### src/rtl/jtdd_rom_pkg.sv
// Shared definitions for the graphics ROM arbiter.
// Purpose : FSM state encoding, client index constants and the default
//           SDRAM base offsets of the three graphics ROMs.
// Ports   : none (package).
package jtdd_rom_pkg;

  typedef enum logic [1:0] {
    IDLE      = 2'd0,
    WAIT_ACK  = 2'd1,
    WAIT_DATA = 2'd2
  } state_t;

  localparam int CHAR = 0;
  localparam int SCR  = 1;
  localparam int OBJ  = 2;

  localparam logic [21:0] DEF_CHAR_OFFSET = 22'h00000;
  localparam logic [21:0] DEF_SCR_OFFSET  = 22'h08000;
  localparam logic [21:0] DEF_OBJ_OFFSET  = 22'h28000;

endpackage

### src/rtl/jtdd_rom_slot.sv
// One ROM client slot of the arbiter.
// Purpose : remembers the last fetched address, whether its data is valid and
//           the data itself; flags address changes and produces a registered ok.
// Ports   : clk, rst        clock and synchronous active-high reset
//           cs, addr        client request and address
//           start           arbiter begins a fetch for this slot (latch addr)
//           done            fetch for this slot completed (latch din)
//           own_busy        arbiter will be busy on this slot next cycle
//           din             SDRAM read data
//           change          client needs a fetch (combinational)
//           data, ok        held ROM byte and its validity for addr
module jtdd_rom_slot #(
  parameter int AW = 15,
  parameter int DW = 8
) (
  input  logic          clk,
  input  logic          rst,
  input  logic          cs,
  input  logic [AW-1:0] addr,
  input  logic          start,
  input  logic          done,
  input  logic          own_busy,
  input  logic [DW-1:0] din,
  output logic          change,
  output logic [DW-1:0] data,
  output logic          ok
);

  logic [AW-1:0] last, last_nx;
  logic          valid, valid_nx;

  // ok is computed from the values last/valid take at this edge, so a fetch
  // that completes now reports ok on the very next cycle.
  always_comb begin
    last_nx  = start ? addr : last;
    valid_nx = start ? 1'b0 : (done ? 1'b1 : valid);
    change   = cs & (~valid | (addr != last));
  end

  always_ff @(posedge clk) begin
    if (rst) begin
      last  <= '0;
      valid <= 1'b0;
      data  <= '0;
      ok    <= 1'b0;
    end else begin
      last  <= last_nx;
      valid <= valid_nx;
      if (done) data <= din;
      ok    <= cs & valid_nx & (addr == last_nx) & ~own_busy;
    end
  end

endmodule

### src/rtl/jtdd_rom_arb.sv
// Graphics ROM arbiter: shares one SDRAM read port between char (highest
// priority), scroll and object clients.
// Ports   : clk, rst                      clock, synchronous active-high reset
//           {char,scr,obj}_cs/_addr        client requests
//           {char,scr,obj}_data/_ok        client data and validity
//           sdram_req/_addr                read request held until ack
//           sdram_ack/_rdy/_dout           request accepted / data returned
module jtdd_rom_arb
  import jtdd_rom_pkg::*;
#(
  parameter int               CHAR_AW     = 15,
  parameter int               SCR_AW      = 17,
  parameter int               OBJ_AW      = 18,
  parameter int               SDW_AW      = 22,
  parameter int               DW          = 8,
  parameter logic [SDW_AW-1:0] CHAR_OFFSET = SDW_AW'(DEF_CHAR_OFFSET),
  parameter logic [SDW_AW-1:0] SCR_OFFSET  = SDW_AW'(DEF_SCR_OFFSET),
  parameter logic [SDW_AW-1:0] OBJ_OFFSET  = SDW_AW'(DEF_OBJ_OFFSET)
) (
  input  logic              clk,
  input  logic              rst,
  input  logic              char_cs,
  input  logic [CHAR_AW-1:0] char_addr,
  output logic [DW-1:0]     char_data,
  output logic              char_ok,
  input  logic              scr_cs,
  input  logic [SCR_AW-1:0] scr_addr,
  output logic [DW-1:0]     scr_data,
  output logic              scr_ok,
  input  logic              obj_cs,
  input  logic [OBJ_AW-1:0] obj_addr,
  output logic [DW-1:0]     obj_data,
  output logic              obj_ok,
  output logic              sdram_req,
  output logic [SDW_AW-1:0] sdram_addr,
  input  logic              sdram_ack,
  input  logic              sdram_rdy,
  input  logic [DW-1:0]     sdram_dout
);

  state_t            state, state_nx;
  logic [1:0]        owner, owner_nx;
  logic              req_nx;
  logic [SDW_AW-1:0] addr_nx;
  logic [2:0]        change, start, done, own_busy;

  jtdd_rom_slot #(.AW(CHAR_AW), .DW(DW)) u_char (
    .clk(clk), .rst(rst), .cs(char_cs), .addr(char_addr),
    .start(start[CHAR]), .done(done[CHAR]), .own_busy(own_busy[CHAR]),
    .din(sdram_dout), .change(change[CHAR]), .data(char_data), .ok(char_ok)
  );

  jtdd_rom_slot #(.AW(SCR_AW), .DW(DW)) u_scr (
    .clk(clk), .rst(rst), .cs(scr_cs), .addr(scr_addr),
    .start(start[SCR]), .done(done[SCR]), .own_busy(own_busy[SCR]),
    .din(sdram_dout), .change(change[SCR]), .data(scr_data), .ok(scr_ok)
  );

  jtdd_rom_slot #(.AW(OBJ_AW), .DW(DW)) u_obj (
    .clk(clk), .rst(rst), .cs(obj_cs), .addr(obj_addr),
    .start(start[OBJ]), .done(done[OBJ]), .own_busy(own_busy[OBJ]),
    .din(sdram_dout), .change(change[OBJ]), .data(obj_data), .ok(obj_ok)
  );

  // Fixed-priority pick in IDLE; ack and rdy arriving together in WAIT_ACK
  // complete the fetch at once. Pulses seen in IDLE are ignored.
  always_comb begin
    state_nx = state;
    owner_nx = owner;
    req_nx   = sdram_req;
    addr_nx  = sdram_addr;
    start    = 3'b000;
    done     = 3'b000;
    case (state)
      IDLE: begin
        if (change[CHAR]) begin
          owner_nx = 2'(CHAR);
          addr_nx  = CHAR_OFFSET + SDW_AW'(char_addr);
          start    = 3'b001;
        end else if (change[SCR]) begin
          owner_nx = 2'(SCR);
          addr_nx  = SCR_OFFSET + SDW_AW'(scr_addr);
          start    = 3'b010;
        end else if (change[OBJ]) begin
          owner_nx = 2'(OBJ);
          addr_nx  = OBJ_OFFSET + SDW_AW'(obj_addr);
          start    = 3'b100;
        end
        if (|change) begin
          req_nx   = 1'b1;
          state_nx = WAIT_ACK;
        end
      end
      WAIT_ACK: begin
        if (sdram_ack) begin
          req_nx = 1'b0;
          if (sdram_rdy) begin
            done     = 3'b001 << owner;
            state_nx = IDLE;
          end else begin
            state_nx = WAIT_DATA;
          end
        end
      end
      WAIT_DATA: begin
        if (sdram_rdy) begin
          done     = 3'b001 << owner;
          state_nx = IDLE;
        end
      end
      default: state_nx = IDLE;
    endcase
    own_busy = (state_nx != IDLE) ? (3'b001 << owner_nx) : 3'b000;
  end

  always_ff @(posedge clk) begin
    if (rst) begin
      state      <= IDLE;
      owner      <= 2'd0;
      sdram_req  <= 1'b0;
      sdram_addr <= '0;
    end else begin
      state      <= state_nx;
      owner      <= owner_nx;
      sdram_req  <= req_nx;
      sdram_addr <= addr_nx;
    end
  end

endmodule

### config.mk
export PLATFORM = sky130hd
export DESIGN_NAME = jtdd_rom_arb
export DESIGN_NICKNAME = d
export VERILOG_FILES = /design/src/rtl/jtdd_rom_pkg.sv /design/src/rtl/jtdd_rom_slot.sv /design/src/rtl/jtdd_rom_arb.sv
export SDC_FILE = /design/constraint.sdc
export NUM_CORES = 1
export LEC_CHECK = 0
export CORE_ASPECT_RATIO = 0.7
export CORE_MARGIN = 2
export CORE_UTILIZATION = 45
export DETAILED_ROUTE_END_ITERATION = 12
export HOLD_SLACK_MARGIN = 0.02
export PLACE_DENSITY = 0.85
export SLEW_MARGIN = 20
export SYNTH_ARGS = -nofsm -noshare
export SYNTH_HDL_FRONTEND = slang
export SYNTH_HIERARCHICAL = 1
export SYNTH_SLANG_ARGS = --single-unit
### constraint.sdc
create_clock -name clk -period 3.5 [get_ports clk]
set_input_delay 0.875 -clock clk [delete_from_list [all_inputs] [get_ports clk]]
set_output_delay 0.875 -clock clk [all_outputs]
set_load 0.02 [all_outputs]
==> out/results.ini <==
[yosys]
syn_inst = 530
ys_seq_elements = 104
yosysMostFrequentCell = dfxtp_1
synth_common_cells = dfxtp_1, nor2_1, mux2i_1
yosysTopAreaCellShare_pct = 43.20
synthArstFlopShare_pct = 0
netlist_area_um2 = 4820
yosysSeqAreaShare_pct = 43.20
yosysWarnings = 6
yosys.area.top_type = dfxtp_1
synth_area_leaders = dfxtp_1, mux2i_1, nor2_1, xor2_1, nand2_1
synth.distinct_cells = 37
ys.flop_type = dfxtp_1
synth_edf_count = 0
synth.avg_cell_area_um2 = 9.094

[power]
comb_power_share_pct = 23.5
p_sw_uw = 872.2
p_leak_nw = 2.710
report.power.total_mw = 2.980
sequentialPowerShare_pct = 43.8
peakVddDrop_mv = 0.2969
clkPwrFrac_pct = 32.7
powerDensity_nw_per_um2 = 433.1
switching_share_pct = 29.27
internal_power_mw = 2.108

[sta]
finalCritPeriodShare_pct = 98.31
period_minus_slack_ns = 3.441
worstMarginPinSlew_ns = 0.8560
skew_ns = 0.007003
hold_viol_final = 0
slew_headroom_pct = 42.94
slew_viol_final = 0
setup_viol = 0
fmax_mhz = 290.6

[floorplanning]
start_util_pct = 46.36
die_w_um = 127.7
dieArea_um2 = 11570
die_h_um = 90.59
num_rows = 31
io_pins = 115
core_um2 = 10400

[layout]
fillers = 813
final_nets = 762
drive_gt1_share_pct = 15.37
area_delta_synth_final_pct = 42.73
final_cell_area_um2 = 6879
num_antenna_cells = 0
fin_util_pct = 66.18

[setup_path]
crit_path_frequent_cell = nor4_2
crit_fanout = 3
critPathLaunchType = input port
crit_type = in -> reg
worstPathRequired_ns = 3.75
cp.arrival_ns = 3.69
cpPeakStageDelay_ns = 0.57
critPathSlowestCell = or4b_4
cp-end-kind = register
worstPathCellList = clkdlybuf4s50_1 -> xor2_1 -> nor4_2 -> nand2_1 -> o31a_1 -> or4b_4 -> a311oi_4 -> a211oi_4 -> nor3_2 -> nand3b_1 -> nor4_2

[place]
placed_area_um2 = 6510
portBuffers = 111
post-dp-hpwl_mm = 10.53
place.gp.congestion = 0.8748

[cts]
htreeDepth = 3
tritoncts = yes
cts.sinks = 104
clkLatencyLatePin_ns = 0.35
cts_buffer_depth = 2
numCtsBuffers = 9
cts-root-buf = clkbuf_16
clkTransAtPathRegs_ns = 0.07

[global_routing]
grt_usage_pct = 24.47
grt_pass1_vias = 4476
grt_pass1_wl_mm = 22.45
grt-ovfl-total = 0
grt_max_degree = 45
antenna_found_initial = 0

[routing]
totalWireLength_mm = 13.90
drtIter0Drc = 336
via_per_inst = 5.281
vias = 4373
dr.pass1.iters = 6
wire_per_inst_um = 16.79
drt.antenna.violating_nets = 0
drc = 0

[run]
maxCapViolCount = 0

[min_path]
hp-class = reg -> reg

[run_status]
status = finished, final reports clean

==> cells by family after synthesis <==
| group | count (synthesis) | synth area share (%) |
|---|---|---|
| buf+inv | 37 | 3.712 |
| compound gates | 51 | 6.153 |
| simple gates | 190 | 17.19 |
| fa+ha+maj | 6 | 1.558 |
| other cells | 1 | 0.07781 |
| xor+xnor | 51 | 9.424 |
| mux | 90 | 18.69 |
| flops | 104 | 43.20 |
==> final cells by class <==
cell class              count  area (um^2)  share of cell area, %
clock inverters             6        52.55                 0.7639
multi-input cells         391         2660                  38.67
inverters                   5        18.77                 0.2728
flip-flops and latches    104         2082                  30.27
repair buffers            180         1662                  24.15
clock buffers              10        239.0                  3.474
well taps                 132        165.2                  2.401
==> power groups by stage <==
stage	clock, mW	sequential, mW	combinational (mW)
finish	0.974	1.30	0.701
global route	1.04	1.31	0.757
floorplan	0	1.35	0.325
global placement	0	1.32	0.650
detailed placement	0	1.33	0.670
CTS	0.990	1.30	0.677
==> cells in the final DEF, fill, tap and decap left out, types with 7 or more instances in the layout <==
| cell | Yosys | routed |
|---|---|---|
| nand2_1 | 57 | 57 |
| a21oi_1 | 21 | 21 |
| buf_4 | 9 | 66 |
| mux2i_1 | 90 | 90 |
| nor2_1 | 92 | 90 |
| xor2_1 | 27 | 27 |
| xnor2_1 | 23 | 23 |
| clkbuf_16 | 0 | 9 |
| nor4_2 | 3 | 7 |
| dfxtp_1 | 104 | 104 |
| clkdlybuf4s50_1 | 0 | 110 |
| o21ai_0 | 17 | 17 |
==> stage by stage <==
step	hold slack, ns	setup TNS [ns]	instances	worst slack, ns
2_1_floorplan	0.4627	0	532	0.3383
3_3_place_gp	0.4431	-1.474	810	-0.4062
3_5_place_dp	0.4498	-3.145	810	-0.4954
4_1_cts	0.4601	0	827	0.03377
5_1_grt	0.4841	-0.02614	828	-0.01218
6_report	0.4608	0	828	0.05902
==> critical path, delay by kind of cell <==
kind | cells | cell delay (ns)
buf+inv | 1 | 0.44
compound gates | 3 | 0.74
simple gates | 6 | 1.46
xor+xnor | 1 | 0.17
==> path summary, 6_finish.rpt <==
check / startpoint / to / cells after the start / slack (ns)
worst max-delay path: char_addr[14] / u_char/ok / 11 / 0.06
worst min-delay path: sdram_addr[10] / sdram_addr[10] / 2 / 0.46
worst max register to register: u_obj/last[6] / u_char/ok / 10 / 0.71
worst min register to register: sdram_addr[10] / sdram_addr[10] / 2 / 0.46
==> metal layers <==
metal  vias up  global-route usage (%)  share of wire [%]
li1       2102                       -                  -
met1      2103                   31.79                 44
met2       141                   39.75                 47
met3        27                   6.754                6.4
met4         0                   7.326                2.2
met5         -                       0                  0
==> state kept, by name, indices dropped and copies added (netlist names) <==
signal        flops
u_char/valid      1
state             2
sdram_addr       19
u_obj/valid       1
u_obj/data        8
u_scr/data        8
sdram_req         1
u_scr/ok          1
u_obj/last       18
u_obj/ok          1
u_char/ok         1
u_char/last      15
u_scr/last       17
owner             2
u_scr/valid       1
u_char/data       8
==> what timing repair did <==
action / 4_1_cts / 5_1_grt
setup endpoints to repair: 3 / 3
setup buffers: 1 / 1
endpoints found under the hold margin: 0 / 0
hold buffers: 0 / 0
pin swaps: 5 / 11
gates resized for setup: 2 / 8
cloned: 0 / 0
Note: power is estimated with default switching activity, not from simulation.
